## src/rtl/scheduler_pkg.sv

```systemverilog
// Shared definitions for the dequeue scheduler: FSM encoding, PIFO entry
// field positions and the one-hot port bit order.
package scheduler_pkg;

    typedef enum logic [1:0] {
        ST_IDLE   = 2'd0,
        ST_POP    = 2'd1,
        ST_WAIT   = 2'd2,
        ST_STREAM = 2'd3
    } sched_state_e;

    localparam int unsigned PIFO_VALID_POS = 31;
    localparam int unsigned PIFO_RANK_MSB  = 30;
    localparam int unsigned PIFO_RANK_LSB  = 12;
    localparam int unsigned PIFO_ADDR_MSB  = 11;
    localparam int unsigned PIFO_ADDR_LSB  = 0;

    // One-hot bit order, MSB first: {CPU, NF3, NF2, NF1, NF0}
    localparam int unsigned PORT_NF0 = 0;
    localparam int unsigned PORT_NF1 = 1;
    localparam int unsigned PORT_NF2 = 2;
    localparam int unsigned PORT_NF3 = 3;
    localparam int unsigned PORT_CPU = 4;

    function automatic logic [31:0] sat_inc32(input logic [31:0] v);
        return (v == '1) ? v : v + 32'd1;
    endfunction

endpackage

```

## src/rtl/rr_arbiter.sv

```systemverilog
// Combinational round-robin arbiter: searches upward from ptr_i with an
// explicit wrap at N-1; the pointer register lives in the parent.
module rr_arbiter #(
    parameter int unsigned N     = 5,
    parameter int unsigned PTR_W = (N > 1) ? $clog2(N) : 1
) (
    input  logic [N-1:0]     req_i,
    input  logic [PTR_W-1:0] ptr_i,
    output logic [PTR_W-1:0] grant_idx_o,
    output logic             grant_valid_o
);

    function automatic int unsigned wrap_idx(input int unsigned base, input int unsigned off);
        int unsigned s;
        s = base + off;
        return (s >= N) ? s - N : s;
    endfunction

    always_comb begin
        grant_idx_o   = '0;
        grant_valid_o = 1'b0;
        for (int unsigned off = 0; off < N; off++) begin
            if (!grant_valid_o && req_i[PTR_W'(wrap_idx(int'(ptr_i), off))]) begin
                grant_valid_o = 1'b1;
                grant_idx_o   = PTR_W'(wrap_idx(int'(ptr_i), off));
            end
        end
    end

endmodule

```

## src/rtl/dequeue_scheduler.sv

```systemverilog
// Round-robin dequeue scheduler: pops one PIFO head, then streams that packet
// from the shared buffer until EOP. Statistics counters exist only with DEQUEUE_STATS_EN.
module dequeue_scheduler
    import scheduler_pkg::*;
#(
    parameter int unsigned QUEUE_NUM       = 5,
    parameter int unsigned PIFO_WIDTH      = 32,
    parameter int unsigned ADDR_WIDTH      = 12,
    parameter int unsigned PIFO_RD_LATENCY = 1
) (
    input  logic                            axis_aclk,
    input  logic                            axis_reset,
    input  logic [QUEUE_NUM-1:0]            s_pifo_empty,
    input  logic [QUEUE_NUM*PIFO_WIDTH-1:0] s_pifo_dout,
    output logic [QUEUE_NUM-1:0]            m_pifo_out_en,
    input  logic [QUEUE_NUM-1:0]            s_tx_ready,
    output logic [QUEUE_NUM-1:0]            m_buffer_rd_en,
    output logic [ADDR_WIDTH-1:0]           m_buffer_rd_addr,
    input  logic                            s_buffer_rd_valid,
    input  logic                            s_buffer_rd_last,
    output logic [QUEUE_NUM-1:0]            m_active_queue,
    output logic [QUEUE_NUM*32-1:0]         m_stat_pkt_cnt,
    output logic [31:0]                     m_stat_invalid_cnt
);

    localparam int unsigned PTR_W = (QUEUE_NUM > 1) ? $clog2(QUEUE_NUM) : 1;
    localparam int unsigned CNT_W = 2;

    sched_state_e          state_q, state_d;
    logic [PTR_W-1:0]      sel_q, sel_d, ptr_q, ptr_d;
    logic [CNT_W-1:0]      cnt_q, cnt_d;
    logic [QUEUE_NUM-1:0]  pop_q, pop_d, rd_en_q, rd_en_d, active_q, active_d;
    logic [ADDR_WIDTH-1:0] rd_addr_q, rd_addr_d;

    logic [QUEUE_NUM-1:0]  eligible, sel_oh, grant_oh;
    logic [PTR_W-1:0]      grant_idx;
    logic                  grant_valid;
    logic                  head_valid;
    logic [ADDR_WIDTH-1:0] head_addr;
    logic                  pkt_done, inv_hit;

    assign eligible = ~s_pifo_empty & s_tx_ready;
    assign sel_oh   = QUEUE_NUM'(1) << sel_q;
    assign grant_oh = QUEUE_NUM'(1) << grant_idx;

    rr_arbiter #(.N(QUEUE_NUM), .PTR_W(PTR_W)) u_arb (
        .req_i         (eligible),
        .ptr_i         (ptr_q),
        .grant_idx_o   (grant_idx),
        .grant_valid_o (grant_valid)
    );

    always_comb begin
        head_valid = 1'b0;
        head_addr  = '0;
        for (int unsigned i = 0; i < QUEUE_NUM; i++) begin
            if (sel_q == PTR_W'(i)) begin
                head_valid = s_pifo_dout[i*PIFO_WIDTH + PIFO_VALID_POS];
                head_addr  = s_pifo_dout[i*PIFO_WIDTH + PIFO_ADDR_LSB +: ADDR_WIDTH];
            end
        end
    end

    // Outputs are registered, so each state computes the value its successor presents.
    always_comb begin
        state_d   = state_q;
        sel_d     = sel_q;
        cnt_d     = cnt_q;
        pop_d     = '0;
        rd_en_d   = rd_en_q;
        rd_addr_d = rd_addr_q;
        active_d  = active_q;
        pkt_done  = 1'b0;
        inv_hit   = 1'b0;
        unique case (state_q)
            ST_IDLE: begin
                rd_en_d = '0;
                if (grant_valid) begin
                    sel_d   = grant_idx;
                    pop_d   = grant_oh;
                    state_d = ST_POP;
                end
            end
            ST_POP: begin
                cnt_d   = CNT_W'(PIFO_RD_LATENCY - 1);
                state_d = ST_WAIT;
            end
            ST_WAIT: begin
                if (cnt_q == '0) begin
                    if (head_valid) begin
                        rd_addr_d = head_addr;
                        active_d  = sel_oh;
                        rd_en_d   = sel_oh & {QUEUE_NUM{s_tx_ready[sel_q]}};
                        state_d   = ST_STREAM;
                    end else begin
                        inv_hit = 1'b1;
                        state_d = ST_IDLE;
                    end
                end else begin
                    cnt_d = cnt_q - 1'b1;
                end
            end
            ST_STREAM: begin
                rd_en_d = sel_oh & {QUEUE_NUM{s_tx_ready[sel_q]}};
                if (s_buffer_rd_valid && s_buffer_rd_last) begin
                    rd_en_d  = '0;
                    active_d = '0;
                    pkt_done = 1'b1;
                    state_d  = ST_IDLE;
                end
            end
            default: state_d = ST_IDLE;
        endcase
    end

    always_comb begin
        ptr_d = ptr_q;
        if (pkt_done || inv_hit) begin
            ptr_d = (sel_q == PTR_W'(QUEUE_NUM - 1)) ? '0 : sel_q + 1'b1;
        end
    end

    always_ff @(posedge axis_aclk) begin
        if (axis_reset) begin
            state_q   <= ST_IDLE;
            sel_q     <= '0;
            ptr_q     <= '0;
            cnt_q     <= '0;
            pop_q     <= '0;
            rd_en_q   <= '0;
            rd_addr_q <= '0;
            active_q  <= '0;
        end else begin
            state_q   <= state_d;
            sel_q     <= sel_d;
            ptr_q     <= ptr_d;
            cnt_q     <= cnt_d;
            pop_q     <= pop_d;
            rd_en_q   <= rd_en_d;
            rd_addr_q <= rd_addr_d;
            active_q  <= active_d;
        end
    end

    assign m_pifo_out_en    = pop_q;
    assign m_buffer_rd_en   = rd_en_q;
    assign m_buffer_rd_addr = rd_addr_q;
    assign m_active_queue   = active_q;

`ifdef DEQUEUE_STATS_EN
    logic [31:0] stat_q [QUEUE_NUM];
    logic [31:0] inv_q;

    always_ff @(posedge axis_aclk) begin
        if (axis_reset) begin
            for (int unsigned i = 0; i < QUEUE_NUM; i++) begin
                stat_q[i] <= '0;
            end
            inv_q <= '0;
        end else begin
            if (pkt_done) begin
                stat_q[sel_q] <= sat_inc32(stat_q[sel_q]);
            end
            if (inv_hit) begin
                inv_q <= sat_inc32(inv_q);
            end
        end
    end

    always_comb begin
        m_stat_pkt_cnt = '0;
        for (int unsigned i = 0; i < QUEUE_NUM; i++) begin
            m_stat_pkt_cnt[i*32 +: 32] = stat_q[i];
        end
    end
    assign m_stat_invalid_cnt = inv_q;
`else
    assign m_stat_pkt_cnt     = '0;
    assign m_stat_invalid_cnt = '0;
`endif

endmodule

```

## config.mk

```make
export PLATFORM = sky130hd
export DESIGN_NAME = dequeue_scheduler
export DESIGN_NICKNAME = d
export VERILOG_FILES = /design/src/rtl/scheduler_pkg.sv /design/src/rtl/rr_arbiter.sv /design/src/rtl/dequeue_scheduler.sv
export SDC_FILE = /design/constraint.sdc
export NUM_CORES = 1
export LEC_CHECK = 0
export ABC_AREA = 0
export BUFFER_PORTS_ARGS = -buffer_cell sky130_fd_sc_hd__buf_2
export CAP_MARGIN = 30
export CORE_AREA = 3 3 149 151
export DETAILED_ROUTE_END_ITERATION = 7
export DIE_AREA = 0 0 152 154
export GPL_TIMING_DRIVEN = 0
export PLACE_DENSITY = 0.51
export SYNTH_ARGS = -nofsm -noshare
export SYNTH_HDL_FRONTEND = slang
export SYNTH_SLANG_ARGS = --single-unit
```

## constraint.sdc

```tcl
create_clock -name axis_aclk -period 4 [get_ports axis_aclk]
set_input_delay 1.2 -clock axis_aclk [delete_from_list [all_inputs] [get_ports axis_aclk]]
set_output_delay 1.2 -clock axis_aclk [all_outputs]
set_load 0.01 [all_outputs]
```

== Word level (Yosys, flattened, before mapping) ==
Cells that the tools add are included.
Word-level totals
  output and inout port bits: 219
  bits in registers: 37
  word-level logic and storage cells: 130
  bits of input ports: 174
Cells by class
  magnitude comparators: 11
  equality and inequality tests: 12
  add/subtract/negate cells: 11
  shift operators: 2
  reduce and logical (&&, ||, !) cells: 23
  bitwise gates (word level): 5
  mux-type cells: 58
Operators by type and width (count)
  $mux W12: 5
  $mux W3: 11
  $mux W5: 6
  $lt A3 B4 Y1 const B: 6
  $mux W1: 21
  $bmux W1 S3: 6
  $ge A4 B3 Y1 const B: 4
  $pmux W5 S3: 1
  $sub A3 B3 Y3 const B: 5
  $and A5 B5 Y5: 2
  $mux W2: 5
  $ne A2 B2 Y1 const B: 5
  $pmux W5 S2: 1
  $shl A1 B3 Y5 const A: 2
  $reduce_and A3 Y1: 3
  $add A3 B2 Y4 const B: 2
  $pmux W2 S4: 1
  $eq A3 B2 Y1 const B: 2
  $logic_and A1 B1 Y1: 5
  $not A5 Y5: 1
  $add A3 B1 Y4 const B: 1
  $add A3 B3 Y4 const B: 1
  $eq A2 B2 Y1 const B: 2
  $logic_not A1 Y1: 4
  other kinds (16): 20

== Longest topological paths before layout ==
  depth after elaboration: 19
  depth in mapped cells: 13
  mapped depth without buffers: 13

== Cells and area by module ==
Synthesis repeated with hierarchy kept, for this count alone.
Second synthesis, totals
  cells, all modules: 623
  area, all modules: 4777.1 um^2
Modules (own cells, without submodules)
  dequeue_scheduler: area each 3703.6 um^2, cells an instance 483, sequential area each 740.7 um^2, instances 1
  rr_arbiter: area each 1073.5 um^2, cells an instance 140, sequential area each 0.0 um^2, instances 1

== Worst setup path before layout ==
No wires, ideal clock.
  path kind: register -> register
  start: reg ptr_q[1]
  end: reg pop_q[0] (netlist: m_pifo_out_en[0])
  cell stages (with the launch flop): 13
  clock period less this slack: 3.348 ns
  arrival: 3.285 ns
  required time: 3.937 ns
  slack: 0.652 ns
  library setup time: 0.063 ns
  cell sequence: dfxtp_1 > ha_1 > inv_1 > fa_1 > a21oi_2 > mux2i_1 > mux2i_1 > nand3_1 > nand3_1 > nor2_2 > a311o_1 > or4b_4 > nor2b_2
Between the ends
  longest elaborated chain between the ends: 19
  elaborated cells on any way between the ends: 50
  classes of those cells: 9 x add/sub; 5 x order compare; 1 x shift; 25 x mux; 1 x bitwise; 9 x reduce/logical
RTL lines
  start: declaration: line dequeue_scheduler.sv:30  | logic [PTR_W-1:0] sel_q, sel_d, ptr_q, ptr_d;
  start signal: assignment: line dequeue_scheduler.sv:136  | ptr_q <= ptr_d;
  parallel branches: the longest is 19 deep, another holds $add A3 B1 Y4
  end signal: assignment: line dequeue_scheduler.sv:138  | pop_q <= pop_d;
  end: declaration: line dequeue_scheduler.sv:32  | logic [QUEUE_NUM-1:0] pop_q, pop_d, rd_en_q, rd_en_d, active_q, active_d;
Several ways; the timed one is not identified. The select of a mux whose other input is x is not followed.
A chain may end at the register's enable or synchronous reset.

== Worst setup path in the final report ==
Same ends and word-level chain as after synthesis.

==> results_dict.tcl <==
set metrics [dict create \
    p_seq_share_pct 18.8 \
    setup_tns_ps 0 \
    cap_violations 0 \
    synth_top_family_by_area "buffers and inverters" \
    cts_sinks 37 \
    mostFrequentLayoutCells "192 x buf_4, 192 x conb_1, 108 x buf_2" \
    clock_path_buffers 2 \
    cts_tree "done" \
    p_sw_mw 1.299 \
    r2r_slack_ps 270 \
    root_buffer "clkbuf_16" \
    setup_viol 0 \
    power_frac_comb_pct 66.8 \
    fp.dieW_um 152 \
    antennaDiodeCount 0 \
    core_region_area_um2 20960 \
    wire_per_inst_um 12.21 \
    drt_wl_total_um 14780 \
    worst_ep_required_time_ps 4220 \
    p_leak_nw 3.409 \
    start_util_pct 22.22 \
    pwr-share-clk_pct 14.4 \
    drt_iter0_markers 316 \
    area_delta_synth_final_pct 37.54 \
    antenna_found_initial 0 \
    synth-xor-area-share_pct 0.7525 \
    dr.pass1.iters 7 \
    antenna_left 0 \
    vias 4569 \
    clock_latency_ps 290 \
    post_dp_cell_area_um2 6242 \
    grt_setup_unrepaired "no" \
    r2r.worst_path.cells 12 \
    yosysSeqAreaShare_pct 15.91 \
    portBuffers 105 \
    postLayoutCoreUtil_pct 30.56 \
    routed_via_density 3.776 \
    grt_max_degree 13 \
    clk_pin_slew_worst_paths_ps 60 \
    gr-total-overflow 0 \
    muxShareOfSynthArea_pct 2.902 \
    arrival_ps 3950 \
    fin_crit_sh_pct 93.14 \
    internal_power_mw 1.412 \
    htreeDepth 2 \
    rr_startpoint "ptr_q[1]" \
    io_pins 393 \
    drcViolationCount 0 \
    finClkSkew_ps 6.638 \
    endpoint_kind "flop" \
    ys.flop_type "dfxtp_1" \
    yosys_warnings 0 \
    crit_slowest_cell "or4b_4" \
    hold_viol_final 0 \
    post_cts_buffers 0 \
    cpMostUsedCell "ha_1" \
    syn_area_um2 4656 \
    holdBufCountCts 0 \
    grt_pass1_wl_um 22380 \
    slew_violations 0 \
    relSlewSlack_pct 50.67 \
    worstSetupPathType "flop to flop" \
    yosys.area_share.simple_pct 19.62 \
    tightest_slew_ps 736.7 \
    dieArea_um2 23410 \
    min_path_cells 2 \
    nets 1123 \
    fmax_mhz 268.4 \
    post-place-ws_ps 122.1 \
    cts_resized 0 \
    status "completed" \
    syn_avg_cell_area_um2 7.378 \
    final_cell_area_um2 6404 \
    power.density_nw_per_um2 423.4 \
    rows 53 \
    gp_congestion 0.8448 \
    crit_chain "inv_1 > ha_1 > ha_1 > nor2b_1 > or2_2 > a221oi_1 > nor2_1 > nand3_1 > nor2_2 > a311o_1 > or4b_4 > nor2b_2" \
    synthAdderAreaFrac_pct 4.192 \
    r2r-end "m_pifo_out_en[0]" \
    final_cell_count_no_fill 1210 \
    ys_seq_elements 37 \
    post-place-cells 1202 \
    final.setup.worst_slack_ps 274.5 \
    layout-drive-gt1-share_pct 35.51 \
    hp-class "flop to flop" \
    path_max_fanout 9 \
    synth_edf_count 0 \
    peakVddDrop_mv 0.2171 \
    period_minus_slack_ps 3726 \
    yosys.cell_types.count 65 \
    die-height_um 154 \
    min_to "m_buffer_rd_en[2]" \
    tritoncts.num_buffers 5 \
    start_kind "flop" \
    hold_ws_ps 475.5 \
    synthCells 631 \
    async_reset_ff_share_pct 0 \
    grt_pass1_vias 4194 \
    hpwl_um 12740 \
    hold_start "m_buffer_rd_en[2]" \
    synth_compound_area_share_pct 22.04 \
    gr-usage-all-layers_pct 11.54 \
    p_total_mw 2.711 \
    switching_share_pct 47.91 \
    slowest_delay_ps 550 \
]
-- cell families after synthesis --
logic type / Yosys count
buf+inv: 231
simple gates: 185
compound gates: 147
flops: 37
fa+ha+maj: 15
mux: 11
xor+xnor: 4
other cells: 1
-- flip-flops by register name, summed over array words and instances, names as in the netlist --
name              count
m_buffer_rd_addr     12
m_active_queue        5
m_buffer_rd_en        5
m_pifo_out_en         5
ptr_q                 3
sel_q                 3
cnt_q                 2
state_q               2
-- Yosys cell counts (all sizes together) (3+ instances only) --
| master | count | area [µm²] |
|---|---|---|
| o22ai | 4 | 25.02 |
| nand2b | 15 | 93.84 |
| clkbuf | 21 | 78.83 |
| o31ai | 3 | 22.52 |
| or2 | 4 | 25.02 |
| o21a | 3 | 22.52 |
| o2bb2ai | 4 | 35.03 |
| nor3 | 11 | 55.05 |
| inv | 13 | 48.80 |
| ha | 14 | 175.2 |
| and3b | 3 | 26.28 |
| a21oi | 50 | 254.0 |
| mux2i | 9 | 90.09 |
| a222oi | 12 | 120.1 |
| nor2 | 67 | 256.5 |
| dfxtp | 37 | 740.7 |
| xnor2 | 4 | 35.03 |
| a21boi | 4 | 30.03 |
| a211oi | 16 | 125.1 |
| nor2b | 15 | 96.34 |
| o21ai | 21 | 108.9 |
| and2 | 5 | 31.28 |
| buf | 197 | 1479 |
| a22oi | 3 | 22.52 |
| a21o | 5 | 37.54 |
| nand2 | 39 | 146.4 |
| and3 | 4 | 25.02 |
| a211o | 3 | 26.28 |
| nand3 | 10 | 50.05 |
| nor3b | 3 | 22.52 |
-- layout make-up --
type | count | area (µm²)
Timing Repair Buffer | 105 | 525.5
Fill cell | 2369 | 14550
Tap cell | 275 | 344.1
Buffer | 218 | 1558
Inverter | 13 | 48.80
Multi-Input combinational cell | 554 | 3043
Clock inverter | 3 | 17.52
Sequential cell | 37 | 742.0
Clock buffer | 5 | 125.1
-- worst max-delay path: cells and delay by family (launching register included) --
kind,cells,cell delay (ps)
fa+ha+maj,2,720
buf+inv,1,200
compound gates,2,910
simple gates,7,1380
flops,1,460
-- power by group through the flow --
| stage | Clock, mW | Combinational (mW) | Sequential (mW) |
|---|---|---|---|
| floorplan | 0 | 1.33 | 0.517 |
| global placement | 0 | 1.79 | 0.515 |
| detailed placement | 0 | 1.79 | 0.518 |
| CTS | 0.395 | 1.80 | 0.510 |
| global route | 0.412 | 2.02 | 0.519 |
| finish | 0.391 | 1.81 | 0.509 |
-- layer usage --
metal	wire length, µm	vias to the layer above	track usage, %
li1	-	2417	-
met1	6446	1955	14.89
met2	7212	189	19.98
met3	1011	8	2.618
met4	107	0	1.969
met5	0	-	0
-- how the worst max path moves through the flow --
stage	from	end	slack [ps]	cells after the start
after detailed placement	ptr_q[1]	m_pifo_out_en[0]	120	12
after CTS	ptr_q[1]	m_pifo_out_en[2]	90	12
after global placement	ptr_q[1]	m_pifo_out_en[0]	150	12
after global routing	ptr_q[0]	m_pifo_out_en[0]	40	13
after floorplan	ptr_q[1]	m_pifo_out_en[0]	650	12
final	ptr_q[1]	m_pifo_out_en[0]	270	12
(Power assumes the default switching activity.)
